[src/rtl/mips_load_store_unit_if.sv]
// Data-bus interface for the MIPS load/store unit.
// Avalon-MM style single-transfer bus:
//   address     word-aligned byte address (master -> slave)
//   read/write  transfer request strobes, never both high (master -> slave)
//   byteenable  active byte lanes, little-endian (master -> slave)
//   writedata   store data (master -> slave)
//   readdata    load data, sampled when waitrequest is low (slave -> master)
//   waitrequest slave stall; master holds its request while high (slave -> master)
interface mips_load_store_unit_if #(
  parameter int ADDR_W = 32,
  parameter int DATA_W = 32
);
  logic [ADDR_W-1:0]   address;
  logic                read;
  logic                write;
  logic [DATA_W/8-1:0] byteenable;
  logic [DATA_W-1:0]   writedata;
  logic [DATA_W-1:0]   readdata;
  logic                waitrequest;

  modport master (
    output address, read, write, byteenable, writedata,
    input  readdata, waitrequest
  );

  modport slave (
    input  address, read, write, byteenable, writedata,
    output readdata, waitrequest
  );
endinterface

[src/rtl/mips_load_store_unit.sv]
// MIPS memory-access stage: LW / SW / LB over a single data-bus transfer.
// Effective address = base_addr + offset (wraps mod 2^ADDR_W, no trap).
// Ports:
//   clk, reset       rising-edge clock, synchronous active-high reset
//   start            request, only accepted in IDLE
//   opcode           LW=100011, SW=101011, LB=100000; anything else completes
//                    with no bus access
//   base_addr/offset rs value and sign-extended I-type immediate
//   store_data       rt value written by SW
//   busy             high whenever not IDLE
//   done             one-cycle completion pulse
//   addr_error       misaligned LW/SW, only meaningful while done is high
//   load_data        LW word / sign-extended LB byte, held until next load
//   bus              data-bus master port
// Timing: start edge -> BUS -> DONE, so done arrives 2 + (stall cycles)
// after the start edge; rejected requests reach DONE one cycle after it.
module mips_load_store_unit #(
  parameter int ADDR_W = 32,
  parameter int DATA_W = 32
) (
  input  logic                  clk,
  input  logic                  reset,
  input  logic                  start,
  input  logic [5:0]            opcode,
  input  logic [ADDR_W-1:0]     base_addr,
  input  logic [ADDR_W-1:0]     offset,
  input  logic [DATA_W-1:0]     store_data,
  output logic                  busy,
  output logic                  done,
  output logic                  addr_error,
  output logic [DATA_W-1:0]     load_data,
  mips_load_store_unit_if.master bus
);

  localparam logic [5:0] OP_LW = 6'b100011;
  localparam logic [5:0] OP_SW = 6'b101011;
  localparam logic [5:0] OP_LB = 6'b100000;

  typedef enum logic [1:0] {
    S_IDLE = 2'd0,
    S_BUS  = 2'd1,
    S_DONE = 2'd2
  } state_t;

  state_t              state_q, state_d;
  logic                lb_q, lb_d;          // transfer in flight is a byte load
  logic [1:0]          lane_q, lane_d;      // ea[1:0] of the accepted request
  logic                err_q, err_d;
  logic [DATA_W-1:0]   load_data_q, load_data_d;
  logic [ADDR_W-1:0]   address_q, address_d;
  logic                read_q, read_d;
  logic                write_q, write_d;
  logic [3:0]          be_q, be_d;
  logic [DATA_W-1:0]   wdata_q, wdata_d;

  logic [ADDR_W-1:0]   ea;
  logic [7:0]          lb_byte;
  logic [DATA_W-1:0]   lb_ext;

  assign ea = base_addr + offset;

  // Byte lane selected by the captured address, little-endian.
  always_comb begin
    lb_byte = bus.readdata[7:0];
    unique case (lane_q)
      2'd0: lb_byte = bus.readdata[7:0];
      2'd1: lb_byte = bus.readdata[15:8];
      2'd2: lb_byte = bus.readdata[23:16];
      2'd3: lb_byte = bus.readdata[31:24];
      default: lb_byte = bus.readdata[7:0];
    endcase
    lb_ext = {{(DATA_W-8){lb_byte[7]}}, lb_byte};
  end

  always_comb begin
    state_d     = state_q;
    lb_d        = lb_q;
    lane_d      = lane_q;
    err_d       = err_q;
    load_data_d = load_data_q;
    address_d   = address_q;
    read_d      = read_q;
    write_d     = write_q;
    be_d        = be_q;
    wdata_d     = wdata_q;

    unique case (state_q)
      S_IDLE: begin
        if (start) begin
          lb_d   = (opcode == OP_LB);
          lane_d = ea[1:0];
          err_d  = 1'b0;
          unique case (opcode)
            OP_LW, OP_SW: begin
              if (ea[1:0] != 2'b00) begin
                // Misaligned word access: report without touching the bus.
                err_d   = 1'b1;
                state_d = S_DONE;
              end else begin
                state_d   = S_BUS;
                address_d = {ea[ADDR_W-1:2], 2'b00};
                be_d      = 4'b1111;
                read_d    = (opcode == OP_LW);
                write_d   = (opcode == OP_SW);
                if (opcode == OP_SW) wdata_d = store_data;
              end
            end
            OP_LB: begin
              state_d   = S_BUS;
              address_d = {ea[ADDR_W-1:2], 2'b00};
              be_d      = 4'b0001 << ea[1:0];
              read_d    = 1'b1;
            end
            default: state_d = S_DONE;   // unsupported: done only
          endcase
        end
      end
      S_BUS: begin
        // Request registers hold their values across stalls.
        if (!bus.waitrequest) begin
          if (read_q) load_data_d = lb_q ? lb_ext : bus.readdata;
          read_d  = 1'b0;
          write_d = 1'b0;
          be_d    = 4'b0000;
          state_d = S_DONE;
        end
      end
      S_DONE: begin
        err_d   = 1'b0;
        state_d = S_IDLE;
      end
      default: state_d = S_IDLE;
    endcase
  end

  always_ff @(posedge clk) begin
    if (reset) begin
      state_q     <= S_IDLE;
      lb_q        <= 1'b0;
      lane_q      <= 2'd0;
      err_q       <= 1'b0;
      load_data_q <= '0;
      address_q   <= '0;
      read_q      <= 1'b0;
      write_q     <= 1'b0;
      be_q        <= 4'b0000;
      wdata_q     <= '0;
    end else begin
      state_q     <= state_d;
      lb_q        <= lb_d;
      lane_q      <= lane_d;
      err_q       <= err_d;
      load_data_q <= load_data_d;
      address_q   <= address_d;
      read_q      <= read_d;
      write_q     <= write_d;
      be_q        <= be_d;
      wdata_q     <= wdata_d;
    end
  end

  assign busy       = (state_q != S_IDLE);
  assign done       = (state_q == S_DONE);
  assign addr_error = (state_q == S_DONE) && err_q;
  assign load_data  = load_data_q;

  assign bus.address    = address_q;
  assign bus.read       = read_q;
  assign bus.write      = write_q;
  assign bus.byteenable = be_q;
  assign bus.writedata  = wdata_q;

endmodule

[src/flat_wrapper.sv]
// flat-port wrapper written by rule: the top's interface ports become plain ports
module mips_load_store_unit_flat 
#(
  parameter int ADDR_W = 32,
  parameter int DATA_W = 32
)
  (clk, reset, start, opcode, base_addr, offset, store_data, busy, done, addr_error, load_data, bus_address, bus_read, bus_write, bus_byteenable, bus_writedata, bus_readdata, bus_waitrequest);
  mips_load_store_unit_if #(.ADDR_W(ADDR_W), .DATA_W(DATA_W)) bus_i ();
  input  logic clk;
  input  logic reset;
  input  logic start;
  input  logic [5:0] opcode;
  input  logic [ADDR_W-1:0] base_addr;
  input  logic [ADDR_W-1:0] offset;
  input  logic [DATA_W-1:0] store_data;
  output logic busy;
  output logic done;
  output logic addr_error;
  output logic [DATA_W-1:0] load_data;
  output wire logic [$bits(bus_i.address)-1:0] bus_address;
  output wire logic [$bits(bus_i.read)-1:0] bus_read;
  output wire logic [$bits(bus_i.write)-1:0] bus_write;
  output wire logic [$bits(bus_i.byteenable)-1:0] bus_byteenable;
  output wire logic [$bits(bus_i.writedata)-1:0] bus_writedata;
  input wire logic [$bits(bus_i.readdata)-1:0] bus_readdata;
  input wire logic [$bits(bus_i.waitrequest)-1:0] bus_waitrequest;
  assign bus_address = bus_i.address;
  assign bus_read = bus_i.read;
  assign bus_write = bus_i.write;
  assign bus_byteenable = bus_i.byteenable;
  assign bus_writedata = bus_i.writedata;
  assign bus_i.readdata = bus_readdata;
  assign bus_i.waitrequest = bus_waitrequest;
  mips_load_store_unit #(.ADDR_W(ADDR_W), .DATA_W(DATA_W)) u_core (.clk(clk), .reset(reset), .start(start), .opcode(opcode), .base_addr(base_addr), .offset(offset), .store_data(store_data), .busy(busy), .done(done), .addr_error(addr_error), .load_data(load_data), .bus(bus_i));
endmodule
[config.mk]
export PLATFORM = sky130hd
export DESIGN_NAME = mips_load_store_unit_flat
export DESIGN_NICKNAME = d
export VERILOG_FILES = /design/src/rtl/mips_load_store_unit_if.sv /design/src/rtl/mips_load_store_unit.sv /design/src/flat_wrapper.sv
export SDC_FILE = /design/constraint.sdc
export NUM_CORES = 1
export LEC_CHECK = 0
export ABC_AREA = 0
export CELL_PAD_IN_SITES_DETAIL_PLACEMENT = 0
export CELL_PAD_IN_SITES_GLOBAL_PLACEMENT = 1
export CORE_MARGIN = 2
export CORE_UTILIZATION = 25
export DETAILED_ROUTE_END_ITERATION = 12
export GPL_TIMING_DRIVEN = 0
export PLACE_DENSITY_LB_ADDON = 0.1
export SLEW_MARGIN = 10
export SYNTH_ARGS = -nofsm -noshare
export SYNTH_HDL_FRONTEND = slang
export SYNTH_SLANG_ARGS = --single-unit
export TNS_END_PERCENT = 30
[constraint.sdc]
create_clock -name clk -period 6 [get_ports clk]
set_input_delay 0.6 -clock clk [delete_from_list [all_inputs] [get_ports clk]]
set_output_delay 0.6 -clock clk [all_outputs]
set_load 0.01 [all_outputs]
==> results of run 1 <==
[power breakdown]
group	internal, W	switching [W]
combinational	0.000183	0.000187
sequential	0.000707	0.00000217
clock	0.000381	0.000281
total	0.00127	0.000471
[flip-flops by register name, summed over array words and instances (netlist names)]
register / flops
u_core.bus.writedata: 32
u_core.load_data: 32
u_core.bus.address: 30
u_core.bus.byteenable: 4
u_core.lane_q: 2
u_core.state_q: 2
u_core.bus.read: 1
u_core.bus.write: 1
u_core.err_q: 1
u_core.lb_q: 1
[per-layer routing]
metal	global-route usage [%]	routed length [µm]	up-vias	part of all wire [%]
li1	-	-	3213	-
met1	22.48	10450	2842	49
met2	27.65	9852	155	46
met3	3.178	1006	12	4.7
met4	3.967	217	0	1.0
met5	0	0	-	0
[how the worst min path moves through the flow]
stage	start	end	cells past startpoint
floorplan	u_core.err_q	u_core.err_q	2
global placement	u_core.bus.address[23]	u_core.bus.address[23]	2
detailed placement	u_core.bus.address[5]	u_core.bus.address[5]	2
CTS	u_core.bus.address[4]	u_core.bus.address[4]	2
global route	u_core.bus.writedata[2]	u_core.bus.writedata[2]	2
finish	u_core.bus.address[4]	u_core.bus.address[4]	2
[per-stage QoR]
stage | cells | utilization (%) | instance area, µm² | setup WS (ns) | hold WS, ns
CTS | 1341 | 38.78 | 9129 | 2.520 | 0.4541
floorplan | 767 | - | 6008 | 3.252 | 0.4689
detailed placement | 1325 | 37.38 | 8800 | 2.145 | 0.4434
global route | 1341 | 38.78 | 9129 | 2.310 | 0.4712
global placement | 1325 | 37.38 | 8800 | 2.084 | 0.4380
finish | 1341 | 38.78 | 9129 | 2.428 | 0.4488
[worst register-to-register path, stage by stage, from the launching register on]
cell                       delay [ns]
sky130_fd_sc_hd__dfxtp_1         0.30
sky130_fd_sc_hd__clkbuf_1        0.18
sky130_fd_sc_hd__nor3_1          0.92
sky130_fd_sc_hd__nand2_1         0.51
sky130_fd_sc_hd__clkbuf_1        0.39
sky130_fd_sc_hd__nor4_1          0.27
sky130_fd_sc_hd__o21ai_0         0.13
sky130_fd_sc_hd__nand3_1         0.11
[kinds of logic after synthesis]
| family | Yosys count | synth area share (%) |
|---|---|---|
| xor gates and xnor gates | 23 | 3.355 |
| buffers and inverters | 63 | 4.209 |
| and+or+nand+nor | 300 | 23.15 |
| adders and majority gates | 32 | 6.793 |
| muxes | 16 | 2.896 |
| other | 1 | 0.06245 |
| DFF | 106 | 35.34 |
| AOI/OAI and AO/OA | 225 | 24.19 |
[cell type report]
cell class	instances	area, µm²	share of cell area [%]
clock buffer	11	242.7	2.659
multi-input combinational	598	3633	39.80
sequential	106	2122	23.25
buffer	51	207.7	2.275
timing repair buffer	239	2392	26.21
clock inverter	5	86.33	0.9457
inverter	12	45.04	0.4934
tap	319	399.1	4.372
[placed cells by master (no fill, tap or decap), types with 3 or more instances in the layout]
| cell type | count |
|---|---|
| sky130_fd_sc_hd__a211oi_1 | 15 |
| sky130_fd_sc_hd__a21o_1 | 19 |
| sky130_fd_sc_hd__a21oi_1 | 92 |
| sky130_fd_sc_hd__a221oi_1 | 3 |
| sky130_fd_sc_hd__a311oi_1 | 27 |
| sky130_fd_sc_hd__a31oi_1 | 4 |
| sky130_fd_sc_hd__buf_1 | 5 |
| sky130_fd_sc_hd__buf_2 | 7 |
| sky130_fd_sc_hd__clkbuf_1 | 38 |
| sky130_fd_sc_hd__clkbuf_16 | 9 |
| sky130_fd_sc_hd__clkdlybuf4s50_1 | 239 |
| sky130_fd_sc_hd__dfxtp_1 | 106 |
| sky130_fd_sc_hd__ha_1 | 31 |
| sky130_fd_sc_hd__inv_1 | 12 |
| sky130_fd_sc_hd__mux2i_1 | 14 |
| sky130_fd_sc_hd__nand2_1 | 132 |
| sky130_fd_sc_hd__nand2b_1 | 34 |
| sky130_fd_sc_hd__nand3_1 | 14 |
| sky130_fd_sc_hd__nand4_1 | 7 |
| sky130_fd_sc_hd__nor2_1 | 72 |
| sky130_fd_sc_hd__nor2b_1 | 5 |
| sky130_fd_sc_hd__nor3_1 | 8 |
| sky130_fd_sc_hd__nor3b_1 | 4 |
| sky130_fd_sc_hd__o21ai_0 | 27 |
| sky130_fd_sc_hd__o21bai_1 | 11 |
| sky130_fd_sc_hd__o31a_1 | 3 |
| sky130_fd_sc_hd__or2_2 | 3 |
| sky130_fd_sc_hd__or3_1 | 3 |
| sky130_fd_sc_hd__xnor2_1 | 16 |
| sky130_fd_sc_hd__xor2_1 | 7 |
==> results by stage, run 1 <==
Critical path:
- The worst register-to-register path begins at u_core.state_q[1].
- Walking the worst path, the cells encountered are clkdlybuf4s50_1 > ha_1 > a211oi_1 > o211ai_1 > a41o_1 > o41ai_1 > inv_1 > a21oi_1 > xor2_1 > o21ai_0.
- The path type of the worst setup path is in -> reg.
- The critical path starts at offset[1].
- The delay contributed by the slowest stage of the critical path is around 0.83 ns.
- The highest-delay cell along the critical path is sky130_fd_sc_hd__o41ai_1.
- STA puts the critical path data required time at about 6.2 ns.
- The worst setup path is captured at a flop.
- The maximum net fanout on the critical path is 5.
- The most critical setup path has its endpoint at u_core.bus.address[17].
- The kind of start point of the critical path is a primary input.
- Counting both buffers and inverters, the worst setup path holds a total of 2.
- The worst reg-to-reg setup slack is around 3.1 ns.
- The critical path's top delay family is compound AO/OA/AOI/OAI gates.
- Data on the critical path arrives at its endpoint at around 3.8 ns.
- The worst reg-to-reg path cell count is 7.
- The critical path runs through a total of 10 cells.
- The worst register-to-register path ends at u_core.bus.address[20].

Routing:
- The starting DRC count in detailed routing is between 300 and 400.
- The detailed router placed 6222 vias in this run.
- Using the TritonRoute via totals, the vias-per-cell ratio works out to around 4.6.
- The wire length per cell after detailed routing is approximately 16 µm.
- The number of remaining DRC errors is 0.
- The detail route stage leaves a number of antenna-violating nets equal to 0.
- The number of iterations in the first detailed-routing pass is 4.
- After detailed routing, the total wire length is between 20000 and 25000 µm.

Placed design:
- At the end of routability-driven placement, the weighted congestion stood at 0.7791.
- The count of buffers added on input and output ports is roughly 240.
- The HPWL reported at the end of detailed placement is roughly 17000 µm.

Power:
- Total power for the finished layout comes to roughly 0.0017 W.
- Summed over all cells, the static leakage comes to 3.264 nW.
- VDD sags by at most 0.1253 mV.
- Dividing total power by cell area gives a power density of about 190 nW/µm².

Clock tree:
- Buffers added to address setup during post-CTS repair amount to 0.
- At the later pin of the worst-skew pair, clock insertion delay measures between 0.3 and 0.4 ns.
- In this run, CTS created clock tree buffers numbering 9.
- Clock tree synthesis selected as its root buffer the cell sky130_fd_sc_hd__clkbuf_16.
- The total number of H-tree levels is 3.
- After clock tree synthesis, the flow added hold-fix buffers numbering 0.
- The largest buffer count on any clock path is 2.
- The clock drives 106 sinks.
- TritonCTS built the clock tree.
- The total of cells resized after clock tree synthesis is 0.
- Clock-pin slew was measured on the worst setup and hold paths at 0.08 ns.

Logic synthesis:
- The combined area of all synthesized cells is between 6000 and 7000 µm².
- The most repeated cell in the gate-level netlist after synthesis is sky130_fd_sc_hd__nand2_1.
- The count of yosys warnings during synthesis is 0.
- In this run, synthesis inferred 0 flip-flops with an integrated enable.
- In this run the mean area of a mapped cell was about 8 µm².
- Synthesis inferred approximately 110 register bits.
- After synthesis, the cell types taking the most area are sky130_fd_sc_hd__dfxtp_1 (35%), sky130_fd_sc_hd__nand2_1 (8.3%), sky130_fd_sc_hd__a21oi_1 (7.7%), sky130_fd_sc_hd__ha_1 (6.5%), sky130_fd_sc_hd__nor2_1 (4.5%).
- Of the synthesized area, sequential elements account for roughly 35%.
- For this run, asynchronously set or reset flops after synthesis account for 0%.
- The count of mapped cells out of synthesis is approximately 770.
- The distinct cell type count of the synthesized netlist is 62.
- The most common flop cell mapped by yosys is sky130_fd_sc_hd__dfxtp_1.
- The synthesized design devotes to its leading area cell type between 30% and 40% of total area.
- The commonest cells after synthesis are sky130_fd_sc_hd__nand2_1 (132), sky130_fd_sc_hd__dfxtp_1 (106), sky130_fd_sc_hd__a21oi_1 (92).
- The top cell type by total area after synthesis is sky130_fd_sc_hd__dfxtp_1.

Timing:
- The final max-slew violation count is 0.
- Summed over all failing endpoints, the final setup total negative slack is 0 ns.
- The remaining max-slew budget at the tightest pin is 26.28%.
- The clock period minus final worst setup slack is around 3.6 ns.
- Setup repair after global routing left no endpoint under its margin.
- Based on the critical path, the design can be clocked at up to around 0.28 GHz.
- The worst path uses 59.54% of the clock period.
- The measured slew at the worst slew-check pin is ~1.1 ns.
- Setup violations remaining at the end of the flow were counted as 0.
- The hold violation count in the final report is 0.
- Between clock sinks in the finished design, the worst skew comes to approximately 0.008 ns.

Floorplanning:
- The total die area is between 20000 and 30000 µm².
- The number of primary I/O pins is 243.
- From left edge to right edge, the die measures 159.0 µm.
- Once the floorplan was initialized, standard cells occupied 25.50% of the core.
- The floorplan core area is approximately 24000 µm².
- The height of the die is roughly 160 µm.
- After floorplanning, the core was divided into 56 placement rows.

Cells and area:
- The filler cells instantiated in the layout total 2564.
- The repair_antennas step left the layout with diodes totalling 0.
- From synthesis to final layout, the design area changed by 52.03%.
- In the final layout, the share of cells above drive strength 1 is 3.718%.
- The final net count is 1187.

Job:
- The total of max-cap violations is 0.

Min path:
- The class of the tightest hold or removal check is reg -> reg.

Global routing:
- The first global-routing pass estimated 33980 µm of wire.
- The via count of the first global-routing pass was approximately 6000.
- The maximum number of pins on one net before global-route repair is 18.
- The global route total overflow is 0.
- The global routing usage summed across all routing layers is between 10% and 20%.
- The initial antenna violation count is 0.

Outcome:
- The run finished with clean final reports.
Power figures use the tool's default switching activity.
==> inputs of run 2 (changes only) <==
==> constraint.sdc (replaced) <==
create_clock -name clk -period 2.9 [get_ports clk]
set_input_delay 0.29 -clock clk [delete_from_list [all_inputs] [get_ports clk]]
set_output_delay 0.29 -clock clk [all_outputs]
set_load 0.01 [all_outputs]
==> run 2 against run 1 <==
Effect of this change: setup slack worse by 2.3 ns; largest cell class unchanged; critical path type unchanged; via count up 0.48%; wire length up 0.53%; global-route usage rose by 0.089 points; sequential share of layout area down 0.29 points.
==> results by stage, run 2 (same netlist as run 1, synthesis figures left out) <==
Floorplanning:
- The height of the die is 159.0 µm (unchanged).
- The number of primary I/O pins is 243 (unchanged).
- The total number of placement rows is 56 (unchanged).
- The x dimension of the die is 159.0 µm (unchanged).
- The initial cell density of the core is 25.50% (unchanged).
- The floorplan core area is 23540 µm² (unchanged).
- The total die area is 25270 µm² (unchanged).

Critical path:
- The maximum net fanout on the critical path came to 4 (was 5).
- The critical path arrival is 3.05 ns (was 3.82 ns).
- The critical path launch point is offset[0] (was offset[1]).
- The required time of the critical path is 3.15 ns (was 6.24 ns).
- The capturing point of the worst reg2reg path is u_core.bus.address[20] (unchanged).
- The worst reg-to-reg path cell count is 7 (unchanged).
- The kind of end point of the critical path is a flop (unchanged).
- The worst reg-to-reg setup slack is 0.36 ns (was 3.12 ns).
- The kind of start point of the critical path is a primary input (unchanged).
- The critical register-to-register path startpoint is u_core.state_q[1] (unchanged).
- The path type of the worst setup path is in -> reg (unchanged).

Power:
- The static power due to leakage is 3.317 nW (was 3.264 nW).
- The maximum resistive drop on vdd was 0.2591 mV (was 0.1253 mV).
- The total chip power came to 0.003627 W (was 0.001742 W).
- The power per cell area is 392.3 nW/µm² (was 190.8 nW/µm²).

Placed design:
- The placed cell count is 1325 (unchanged).
- The count of port buffers added during placement came to 239 (unchanged).
- The HPWL reported at the end of detailed placement was 17050 µm (unchanged).
- The global placement routability congestion is 0.7791 (unchanged).
- The cell area after placement is 8800 µm² (unchanged).

Routing:
- The wire length per cell after detailed routing is 16.10 µm (was 16.05 µm).
- The remaining number of nets flagged by the antenna check after routing is 0 (unchanged).
- The number of vias per cell is 4.652 (was 4.640).
- The starting DRC count in detailed routing was 293 (was 310).
- The number of remaining DRC errors is 0 (unchanged).
- The final wirelength is 21640 µm (was 21530 µm).
- The overall via count from detail_route is 6252 (was 6222).
- The number of iterations in the first detailed-routing pass was 4 (unchanged).

Global routing:
- The global routing usage summed across all routing layers is 16.77% (was 16.68%).
- The maximum number of pins on one net before global-route repair is 18 (unchanged).
- The initial antenna violation count is 0 (unchanged).
- The via count of the first global-routing pass is 6145 (was 6121).
- The global route total overflow is 0 (unchanged).
- The first-pass GRT wire length is 34170 µm (was 33980 µm).

Timing:
- The measured slew at the worst slew-check pin is 1.145 ns (was 1.097 ns).
- The setup total negative slack is 0 ns (unchanged).
- The setup clock skew after layout is 0.008535 ns (was 0.008040 ns).
- The final cycle utilization of the critical path is approximately 97%.
- The hold violation count in the final report is 0 (unchanged).
- The smallest clock period supported by the final layout is computed as ~2.8 ns.
- The remaining max-slew budget at the tightest pin is 23.10% (was 26.28%).
- The final count of negative-setup-slack endpoints was 0 (unchanged).
- The final max-slew violation count is 0 (unchanged).
- Static timing analysis puts the maximum clock frequency at 0.3567 GHz.

Clock tree:
- The number of buffers added by the clock tree synthesis step was 9 (unchanged).
- The clock-pin slew on the worst setup and hold paths came to 0.08 ns (about the same).
- The sink count of the clock tree is 106 (unchanged).
- The count of hold buffers inserted by post-cts repair is 0 (unchanged).
- The TritonCTS clock tree is built (unchanged).
- The total number of H-tree levels is 3 (unchanged).
- The clock insertion delay at the later pin of the skew report is 0.35 ns (about the same).
- The master cell of the clock root buffer is sky130_fd_sc_hd__clkbuf_16 (unchanged).
- The largest buffer count on any clock path came to 2 (unchanged).

Job:
- The total of max-cap violations was 0 (unchanged).

Cells and area:
- The layout-stage area growth over the synthesis result is 53.97% (was 52.03%).
- Commonest cells after routing, fill and taps aside: sky130_fd_sc_hd__clkdlybuf4s50_1 (239), sky130_fd_sc_hd__nand2_1 (131), sky130_fd_sc_hd__dfxtp_1 (106), sky130_fd_sc_hd__a21oi_1 (91), sky130_fd_sc_hd__nor2_1 (72) (was sky130_fd_sc_hd__clkdlybuf4s50_1 (239), sky130_fd_sc_hd__nand2_1 (132), sky130_fd_sc_hd__dfxtp_1 (106), sky130_fd_sc_hd__a21oi_1 (92), sky130_fd_sc_hd__nor2_1 (72)).
- The count of fill cells added during filler insertion is 2556 (was 2564).
- The final net count is 1190 (was 1187).
- The leading cell type in the layout, fill and taps excluded was sky130_fd_sc_hd__clkdlybuf4s50_1 (unchanged).
- The fraction of final layout cells with drive strength greater than 1 is 5.366% (was 3.718%).
- The non-filler instance count after layout is 1344 (was 1341).
- The count of antenna diodes in the layout is 0 (unchanged).
- The area of all placed cells without fillers is 9245 µm² (was 9129 µm²).

Min path:
- The hold-critical path endpoint was u_core.bus.address[4] (unchanged).
- The beginning of the worst hold path is u_core.bus.address[4] (unchanged).
- The class of the tightest hold or removal check is reg -> reg (unchanged).
- The hold path depth is 2 (unchanged).

Outcome:
- Outcome: complete, no violations (unchanged).
==> run 2: area by class of cell <==
class,instances,area [µm²],share of cell area [%]
Multi-Input combinational cell,598,3710,40.13
Sequential cell,106,2122,22.95
Clock buffer,11,242.7,2.626
Tap cell,319,399.1,4.317
Timing Repair Buffer,242,2415,26.12
Buffer,51,225.2,2.436
Inverter,12,45.04,0.4872
Clock inverter,5,86.33,0.9338
==> run 2: repair_timing <==
action,in CTS,in global routing
setup endpoints to repair,23,26
pin swaps,1,3
gates resized for setup,11,10
setup buffers,1,2
==> run 2: per-layer routing <==
metal	vias up	track usage, %	share of wire (%)
met5	-	0	0
met4	0	3.967	1.0
met3	12	3.178	4.9
met2	164	27.81	46
met1	2860	22.61	48
li1	3216	-	-
==> run 2: worst max-delay path: stages <==
cell	delay, ns
sky130_fd_sc_hd__clkdlybuf4s50_1	0.47
sky130_fd_sc_hd__ha_2	0.21
sky130_fd_sc_hd__inv_1	0.06
sky130_fd_sc_hd__fa_2	0.33
sky130_fd_sc_hd__nand2b_1	0.20
sky130_fd_sc_hd__a21oi_2	0.20
sky130_fd_sc_hd__nor3_2	0.10
sky130_fd_sc_hd__o31ai_2	0.35
sky130_fd_sc_hd__nand3_2	0.22
sky130_fd_sc_hd__o41ai_4	0.38
sky130_fd_sc_hd__xnor2_1	0.16
sky130_fd_sc_hd__o21ai_0	0.08
==> run 2: worst max path at each step <==
stage | endpoint
after floorplan | u_core.bus.address[28]
after global placement | u_core.bus.address[17]
after detailed placement | u_core.bus.address[17]
after CTS | u_core.bus.address[30]
after global routing | u_core.bus.address[30]
final | u_core.bus.address[30]
==> run 2: per-stage QoR <==
step	hold slack (ns)	utilization [%]	worst slack [ns]
2_1_floorplan	0.4260	-	0.4615
3_3_place_gp	0.4380	37.38	-0.7058
3_5_place_dp	0.4434	37.38	-0.6452
4_1_cts	0.4541	39.04	-0.0005604
5_1_grt	0.4712	39.27	-0.03534
6_report	0.4495	39.27	0.09691
==> run 2: power breakdown <==
part           leakage [nW]  internal [W]  switching [W]
clock                 0.160      0.000788       0.000581
sequential            0.854       0.00146     0.00000446
combinational          2.30      0.000390       0.000400
